==> src/rtl/hazard_pkg.sv <==
// Shared optype and forward-select encodings for the ID-stage hazard logic.
// The decoder drives hazard_optype with the same OPT_* values.
package hazard_pkg;

    typedef enum logic [1:0] {
        OPT_NONE   = 2'b00,
        OPT_ALU    = 2'b01,
        OPT_LOAD   = 2'b10,
        OPT_BRANCH = 2'b11
    } opt_e;

    typedef enum logic [1:0] {
        FWD_REG     = 2'b00,
        FWD_EXE_ALU = 2'b01,
        FWD_MEM_ALU = 2'b10,
        FWD_MEM_LD  = 2'b11
    } fwd_e;

    // Only ALU results and loads ever write a register.
    function automatic logic writes_rd(input opt_e op);
        return (op == OPT_ALU) || (op == OPT_LOAD);
    endfunction

endpackage

==> src/rtl/hazard_detection_unit_fwd_sel.sv <==
// Priority forward-source select for one ID-stage operand.
// The youngest producer wins; a load still in EXE cannot forward.
module fwd_sel
    import hazard_pkg::*;
(
    input  logic       i_match_exe,
    input  opt_e       i_op_exe,
    input  logic       i_match_mem,
    input  opt_e       i_op_mem,
    output logic [1:0] o_sel
);

    logic w_exe_alu;
    logic w_mem_alu;
    logic w_mem_ld;

    assign w_exe_alu = i_match_exe && (i_op_exe == OPT_ALU);
    assign w_mem_alu = i_match_mem && (i_op_mem == OPT_ALU);
    assign w_mem_ld  = i_match_mem && (i_op_mem == OPT_LOAD);

    always_comb begin
        o_sel = FWD_REG;
        priority case (1'b1)
            w_exe_alu: o_sel = FWD_EXE_ALU;
            w_mem_alu: o_sel = FWD_MEM_ALU;
            w_mem_ld:  o_sel = FWD_MEM_LD;
            default:   o_sel = FWD_REG;
        endcase
    end

endmodule

==> src/rtl/hazard_detection_unit.sv <==
// Load-use stall, branch flush and operand forwarding control beside ID.
// Tracks rd/optype of the EXE and MEM instructions in a shadow pipeline.
module hazard_detection_unit
    import hazard_pkg::*;
#(
    parameter int REG_AW      = 5,
    parameter int NUM_FWD_SRC = 4
) (
    input  logic                           clk,
    input  logic                           rst_n,
    input  logic [1:0]                     hazard_optype_ID,
    input  logic                           rs1use_ID,
    input  logic                           rs2use_ID,
    input  logic                           mem_w_ID,
    input  logic [REG_AW-1:0]              rs1_ID,
    input  logic [REG_AW-1:0]              rs2_ID,
    input  logic [REG_AW-1:0]              rd_ID,
    input  logic                           Branch_ID,
    output logic                           PC_EN_IF,
    output logic                           reg_FD_EN,
    output logic                           reg_FD_flush,
    output logic                           reg_DE_flush,
    output logic [$clog2(NUM_FWD_SRC)-1:0] forward_ctrl_A,
    output logic [$clog2(NUM_FWD_SRC)-1:0] forward_ctrl_B,
    output logic                           forward_ctrl_ls
);

    logic [REG_AW-1:0] r_rd_exe;
    logic [REG_AW-1:0] r_rd_mem;
    opt_e              r_op_exe;
    opt_e              r_op_mem;
    logic              r_ls_exe;

    logic w_m1_exe;
    logic w_m2_exe;
    logic w_m1_mem;
    logic w_m2_mem;
    logic w_exe_ld;
    logic w_load_stall;
    logic w_store_fwd;
    opt_e w_op_id;

    assign w_m1_exe = rs1use_ID && (rs1_ID != '0) &&
                      (rs1_ID == r_rd_exe) && writes_rd(r_op_exe);
    assign w_m2_exe = rs2use_ID && (rs2_ID != '0) &&
                      (rs2_ID == r_rd_exe) && writes_rd(r_op_exe);
    assign w_m1_mem = rs1use_ID && (rs1_ID != '0) &&
                      (rs1_ID == r_rd_mem) && writes_rd(r_op_mem);
    assign w_m2_mem = rs2use_ID && (rs2_ID != '0) &&
                      (rs2_ID == r_rd_mem) && writes_rd(r_op_mem);

    // Store data from a load is bypassed in EXE, so it never stalls.
    assign w_exe_ld     = (r_op_exe == OPT_LOAD);
    assign w_load_stall = w_exe_ld && (w_m1_exe || (w_m2_exe && !mem_w_ID));
    assign w_store_fwd  = w_exe_ld && w_m2_exe && mem_w_ID && !w_load_stall;

    assign w_op_id = (opt_e'(hazard_optype_ID) == OPT_BRANCH) ?
                     OPT_NONE : opt_e'(hazard_optype_ID);

    always_ff @(posedge clk) begin
        if (!rst_n) begin
            r_rd_exe <= '0;
            r_op_exe <= OPT_NONE;
            r_rd_mem <= '0;
            r_op_mem <= OPT_NONE;
            r_ls_exe <= 1'b0;
        end else begin
            r_rd_mem <= r_rd_exe;
            r_op_mem <= r_op_exe;
            if (w_load_stall) begin
                r_rd_exe <= '0;
                r_op_exe <= OPT_NONE;
                r_ls_exe <= 1'b0;
            end else begin
                r_rd_exe <= rd_ID;
                r_op_exe <= w_op_id;
                r_ls_exe <= w_store_fwd;
            end
        end
    end

    fwd_sel u_fwd_a (
        .i_match_exe (w_m1_exe),
        .i_op_exe    (r_op_exe),
        .i_match_mem (w_m1_mem),
        .i_op_mem    (r_op_mem),
        .o_sel       (forward_ctrl_A)
    );

    fwd_sel u_fwd_b (
        .i_match_exe (w_m2_exe),
        .i_op_exe    (r_op_exe),
        .i_match_mem (w_m2_mem),
        .i_op_mem    (r_op_mem),
        .o_sel       (forward_ctrl_B)
    );

    assign PC_EN_IF        = !w_load_stall;
    assign reg_FD_EN       = !w_load_stall;
    assign reg_DE_flush    = w_load_stall;
    assign reg_FD_flush    = Branch_ID && !w_load_stall;
    assign forward_ctrl_ls = r_ls_exe;

endmodule

==> config.mk <==
export PLATFORM = sky130hd
export DESIGN_NAME = hazard_detection_unit
export DESIGN_NICKNAME = d
export VERILOG_FILES = /design/src/rtl/hazard_pkg.sv /design/src/rtl/hazard_detection_unit_fwd_sel.sv /design/src/rtl/hazard_detection_unit.sv
export SDC_FILE = /design/constraint.sdc
export NUM_CORES = 1
export LEC_CHECK = 0
export CAP_MARGIN = 20
export CORE_MARGIN = 5
export CORE_UTILIZATION = 40
export DETAILED_ROUTE_END_ITERATION = 16
export PLACE_DENSITY = 0.75
export SYNTH_ARGS = -nofsm -noshare
export SYNTH_HDL_FRONTEND = slang
export SYNTH_SLANG_ARGS = --single-unit
==> constraint.sdc <==
create_clock -name clk -period 2.1 [get_ports clk]
set_input_delay 0.42 -clock clk [delete_from_list [all_inputs] [get_ports clk]]
set_output_delay 0.42 -clock clk [all_outputs]
set_load 0.01 [all_outputs]
=== After elaboration in Yosys (flattened, before gate mapping) ===
Index checks and enable logic that the tools add are counted.

* Eq/ne operators: 9
* Mux-type cells: 6
* Bitwise logic cells: 1
* Reduce and logical (&&, ||, !) cells: 31

{| class="wikitable"
|+ Operators by type and width
! cell !! count
|-
| $logic_and 1x1->1 || 22
|-
| $eq 5x5->1 || 4
|-
| $mux 2 || 6
|-
| $reduce_bool 5->1 || 2
|-
| $eq 2x2->1 const B || 3
|-
| $eq 2x1->1 const B || 2
|-
| $logic_or 1x1->1 || 3
|-
| $reduce_or 3->1 || 1
|-
| $logic_not 1->1 || 2
|-
| $reduce_or 2->1 || 1
|-
| $not 1->1 || 1
|}

* Flip-flop bits (word level): 15
* Bits of input ports: 23
* Output and inout bits: 9
* Logic and storage cells: 52

=== Longest topological paths before layout ===
* Depth after elaboration: 9
* Mapped depth: 7
* Gate-level depth less buffers: 6

=== By module ===
A second synthesis with hierarchy kept.

* Cell total of the unflattened synthesis: 99
* Area, all modules: 883.3 um^2

{| class="wikitable"
|+ Modules (own cells, without submodules)
! module !! instances !! cells each !! area each (um^2) !! seq. area each (um^2)
|-
| hazard_detection_unit || 1 || 89 || 820.8 || 300.3
|-
| fwd_sel || 2 || 5 || 31.3 || 0.0
|}

=== Worst setup path after synthesis ===
Ideal clock, no wire load.

* Path kind: register to output
* Start point: register r_op_exe[0]
* End point: output reg_FD_EN
* Arrival time: 1.771 ns
* Data required time: 1.680 ns
* Path slack: -0.091 ns
* Stages on the path, launching flop included: 8
* Buffers on the path: 1
* Path through: dfxtp_1 inv_1 ha_1 and2b_1 or2b_1 nor4_4 nor2_1 buf_4

* Word-level cells in the longest chain between the ends: 7
* Elaborated cells on any way between the ends: 9
* Those cells by class: 2 x eq/ne; 7 x reduce/logical

{| class="wikitable"
|+ Ends and longest elaborated chain
! element !! line !! source
|-
| start, declared || hazard_detection_unit.sv:30 || <nowiki>opt_e r_op_exe;</nowiki>
|-
| start signal, assigned || hazard_detection_unit.sv:76 || <nowiki>r_op_exe <= w_op_id;</nowiki>
|-
| $eq 2x1->1 or $eq 2x2->1 (tied branches) || hazard_pkg.sv:21, hazard_detection_unit.sv:53 ||
|-
| $logic_or 1x1->1 || hazard_pkg.sv:21 || <nowiki>return (op == OPT_ALU) || (op == OPT_LOAD);</nowiki>
|-
| $logic_and 1x1->1 || hazard_detection_unit.sv:46 || <nowiki>(rs2_ID == r_rd_exe) && writes_rd(r_op_exe);</nowiki>
|-
| $logic_and 1x1->1 || hazard_detection_unit.sv:54 || <nowiki>assign w_load_stall = w_exe_ld && (w_m1_exe || (w_m2_exe && !mem_w_ID));</nowiki>
|-
| $logic_or 1x1->1 || hazard_detection_unit.sv:54 ||
|-
| $logic_and 1x1->1 * || hazard_detection_unit.sv:54 ||
|-
| $logic_not 1->1 * || - ||
|-
| end, declared || hazard_detection_unit.sv:20 || <nowiki>output logic reg_FD_EN,</nowiki>
|}

Every way passes the cells marked *; elsewhere a longest branch is shown, timed or not.

=== Worst setup path after layout ===
* Start point: register r_op_exe[0]
* End point: output reg_DE_flush

* Word-level cells in the longest chain between the ends: 6
* Elaborated cells on any way between the ends: 8
* Those cells by class: 2 x eq/ne; 6 x reduce/logical

{| class="wikitable"
|+ Ends and longest elaborated chain
! element !! line !! source
|-
| $eq 2x1->1 or $eq 2x2->1 (tied branches) || hazard_pkg.sv:21, hazard_detection_unit.sv:53 ||
|-
| $logic_or 1x1->1 || hazard_pkg.sv:21 ||
|-
| $logic_and 1x1->1 || hazard_detection_unit.sv:46 ||
|-
| $logic_and 1x1->1 || hazard_detection_unit.sv:54 ||
|-
| $logic_or 1x1->1 || hazard_detection_unit.sv:54 ||
|-
| $logic_and 1x1->1 * || hazard_detection_unit.sv:54 ||
|-
| end, declared || hazard_detection_unit.sv:22 || <nowiki>output logic reg_DE_flush,</nowiki>
|}

Marks and branches as above.

==> results by group <==
Clock network
  • Clock Sinks: 15
  • CTS tree: yes
  • Max Buffers Root-to-Sink: 2
  • Root Driver: clkbuf_4
  • H-tree level count: 1
  • Reg clk slew, reported paths: approximately 0.11 ns
  • Clock Latency Late Sink: about 0.29 ns
  • Inserted Clock Buffers: 3

Detailed routing
  • Post-route ant nets: 0
  • DR top layer: met4
  • DRC errors left: 0
  • Vias per inst: a little over 5
  • Routed met3 length: about 140 µm
  • Routed wire length: 3108 µm
  • DR pass1 iterations: 4
  • DR WL/cell: ~16 µm
  • Via count: around 990
  • Initial DRC Count: 20
  • Metal1 wirelength: between 1000 and 1500 µm
  • Wire length on met2: 1688 µm

Timing
  • Max Clock Freq: approximately 420 MHz
  • Tcrit/Tclk final: 112.9%
  • Fin crit period: ~2.4 ns
  • Tightest Pin Transition: 0.3825 ns
  • RSZ-0062 raised after global routing: true
  • Clock skew: between 0.015 and 0.02 ns
  • Slew margin rel.: 74.42%
  • Final-report hold violation count: 0
  • Final setup violating endpoints: 7
  • Post-route setup slack: -0.2715 ns
  • Final count of pins violating max slew: 0

Cells and area
  • Layout cells sized above 1: between 40% and 50%
  • ANT cells: 0
  • Multi-input logic area: roughly 730 µm²
  • Register area: 312.8 µm²
  • Fin nets: between 150 and 200
  • Fill cells: between 150 and 200
  • Post-route core utilization: between 70% and 80%
  • Area delta synth->final: 78.67%
  • Final std cells w/o fill: around 200

Yosys
  • Cell with the most instances after synthesis: dfxtp_1
  • Synth cell types: 35
  • Top FF cell, synth: dfxtp_1
  • Yosys top cell area share: 32.61%
  • Dominant cell type by area after synthesis: dfxtp_1
  • Syn Std Cell Area: 920.9 µm²
  • Post-synth ARST share: 0%
  • EDFF count, synth: 0
  • Synth top cells by count: dfxtp_1 (15), inv_1 (9), xnor2_1 (9), xor2_1 (9)
  • Yosys warnings: 0
  • Synth Instances: ~100
  • Average size of a mapped cell: 8.855 µm²
  • Seq/Total Area, Yosys: 32.61%
  • Synthesized flop and latch total: 15
  • Ranking of synthesized cells by area: dfxtp_1 (33%), xnor2_1 (8.6%), xor2_1 (8.6%)
  • Post-synth net total: around 130

GRT
  • First-pass GRT wire length: between 4000 and 5000 µm
  • Largest net degree at the start of global routing: 15
  • Total Routing Usage GR: 17.85%
  • Vias in the first global route: roughly 1000
  • Initial antenna violation count: 0
  • Grt ovf: 0

Die
  • IO Count: 32
  • Die Y: 57.98 µm
  • Cell Rows: 17
  • Initial core utilization: 41.63%
  • Core Box Area: about 2200 µm²
  • Die W: around 58 µm
  • Die area: 3362 µm²

Outcome
  • Violated checks: setup timing
  • Outcome: complete, but fails checks

Min path
  • Hold Path Class: register to register

Placed design
  • Post-DP HPWL: roughly 2000 µm
  • Inst Count DP: around 180
  • GPL Wtd Cong: roughly 0.77
  • I/O Buffers: 31

Power
  • Maximum vdd drop: approximately 0.38 mV
  • Leak pwr: about 0.7 nW
  • PD cells: about 420 nW/µm²

Run
  • Max Cap Violations: 0

Worst setup path
  • Max Fanout on Critical Path: 4
  • Critical path endpoint category: primary output
  • Type of the worst setup path: register to primary output
  • CP Launch Type: register
  • CP arrival: between 1.5 and 2 ns
  • CP required: between 1.5 and 2 ns
==> state kept, by name, indices dropped and copies added, names as in the netlist <==
register,count
forward_ctrl_ls,1
r_op_exe,2
r_rd_exe,5
r_op_mem,2
r_rd_mem,5
==> per-stage QoR <==
step / power (mW) / hold WS [ns] / setup TNS [ns] / cell area, µm² / setup slack (ns)
3_5_place_dp: 0.4704 / 0.5183 / -8.564 / 1428 / -0.9303
4_1_cts: 0.6638 / 0.5013 / -1.087 / 1574 / -0.2160
6_report: 0.6913 / 0.5122 / -1.244 / 1645 / -0.2715
2_1_floorplan: 0.3720 / 0.4569 / -0.09083 / 920.9 / -0.09083
3_3_place_gp: 0.4655 / 0.5134 / -7.624 / 1428 / -0.9075
5_1_grt: 0.7253 / 0.5488 / -1.883 / 1645 / -0.3719
==> power by group <==
group	switching (mW)	internal, mW
clock network	0.0985	0.0737
logic	0.0919	0.120
registers	0.0105	0.297
total	0.201	0.490
==> layout make-up <==
class | instances | area share (%)
inverters | 9 | 2.053
multi-input cells | 78 | 44.26
well taps | 28 | 2.129
repair buffers | 62 | 30.95
flip-flops and latches | 15 | 19.01
clock buffers | 4 | 1.597
==> logic make-up after synthesis <==
logic type | synth area share, %
compound gates | 8.967
xor+xnor | 17.12
fa+ha+maj | 5.435
buf+inv | 4.891
flops | 32.61
simple gates | 30.98
==> per-layer routing <==
metal	GRT usage (%)	up-vias
met5	0	-
met3	5.122	6
met4	4.967	0
met2	32.74	37
li1	-	481
met1	19.86	470
==> worst max-delay path, stage by stage, from the launching register on <==
cell	delay [ns]
dfxtp_2	0.36
inv_2	0.05
ha_4	0.20
and2b_1	0.20
or2b_1	0.27
nor4_4	0.31
or2_1	0.15
buf_2	0.12
==> worst paths after layout <==
| path | start | endpoint | slack (ns) | cells past startpoint |
|---|---|---|---|---|
| max reg2reg | r_op_exe[0]$_SDFF_PP0_ | r_rd_exe[3]$_SDFF_PP0_ | 0.32 | 9 |
| min reg2reg | r_rd_exe[1]$_SDFF_PP0_ | r_rd_mem[1]$_SDFF_PN0_ | 0.51 | 1 |
| min | r_rd_exe[1]$_SDFF_PP0_ | r_rd_mem[1]$_SDFF_PN0_ | 0.51 | 1 |
| max | r_op_exe[0]$_SDFF_PP0_ | reg_DE_flush | -0.27 | 7 |
==> what timing repair did <==
item                                    4_1_cts  5_1_grt
hold buffers                                  0        0
resized for setup                            99       16
pin swaps                                    22       10
setup buffers                                 7        2
endpoints found under the setup margin        8        8
==> cells in the final DEF, fill, tap and decap left out, types with 2 or more instances in the layout <==
cell and count:
xnor2_2 3, or4_4 3, buf_4 27, xor2_1 9, nand2_1 7, nor2_1 3, dfxtp_1 7, inv_2 3
and2_1 7, nand3b_1 2, xnor2_1 5, dfxtp_2 7, buf_2 11, nor4_4 3, clkdlybuf4s50_1 12, inv_1 6
nor3_1 7, clkbuf_4 3, nand3_1 2, ha_4 2, buf_6 9
(Power assumes the default switching activity.)
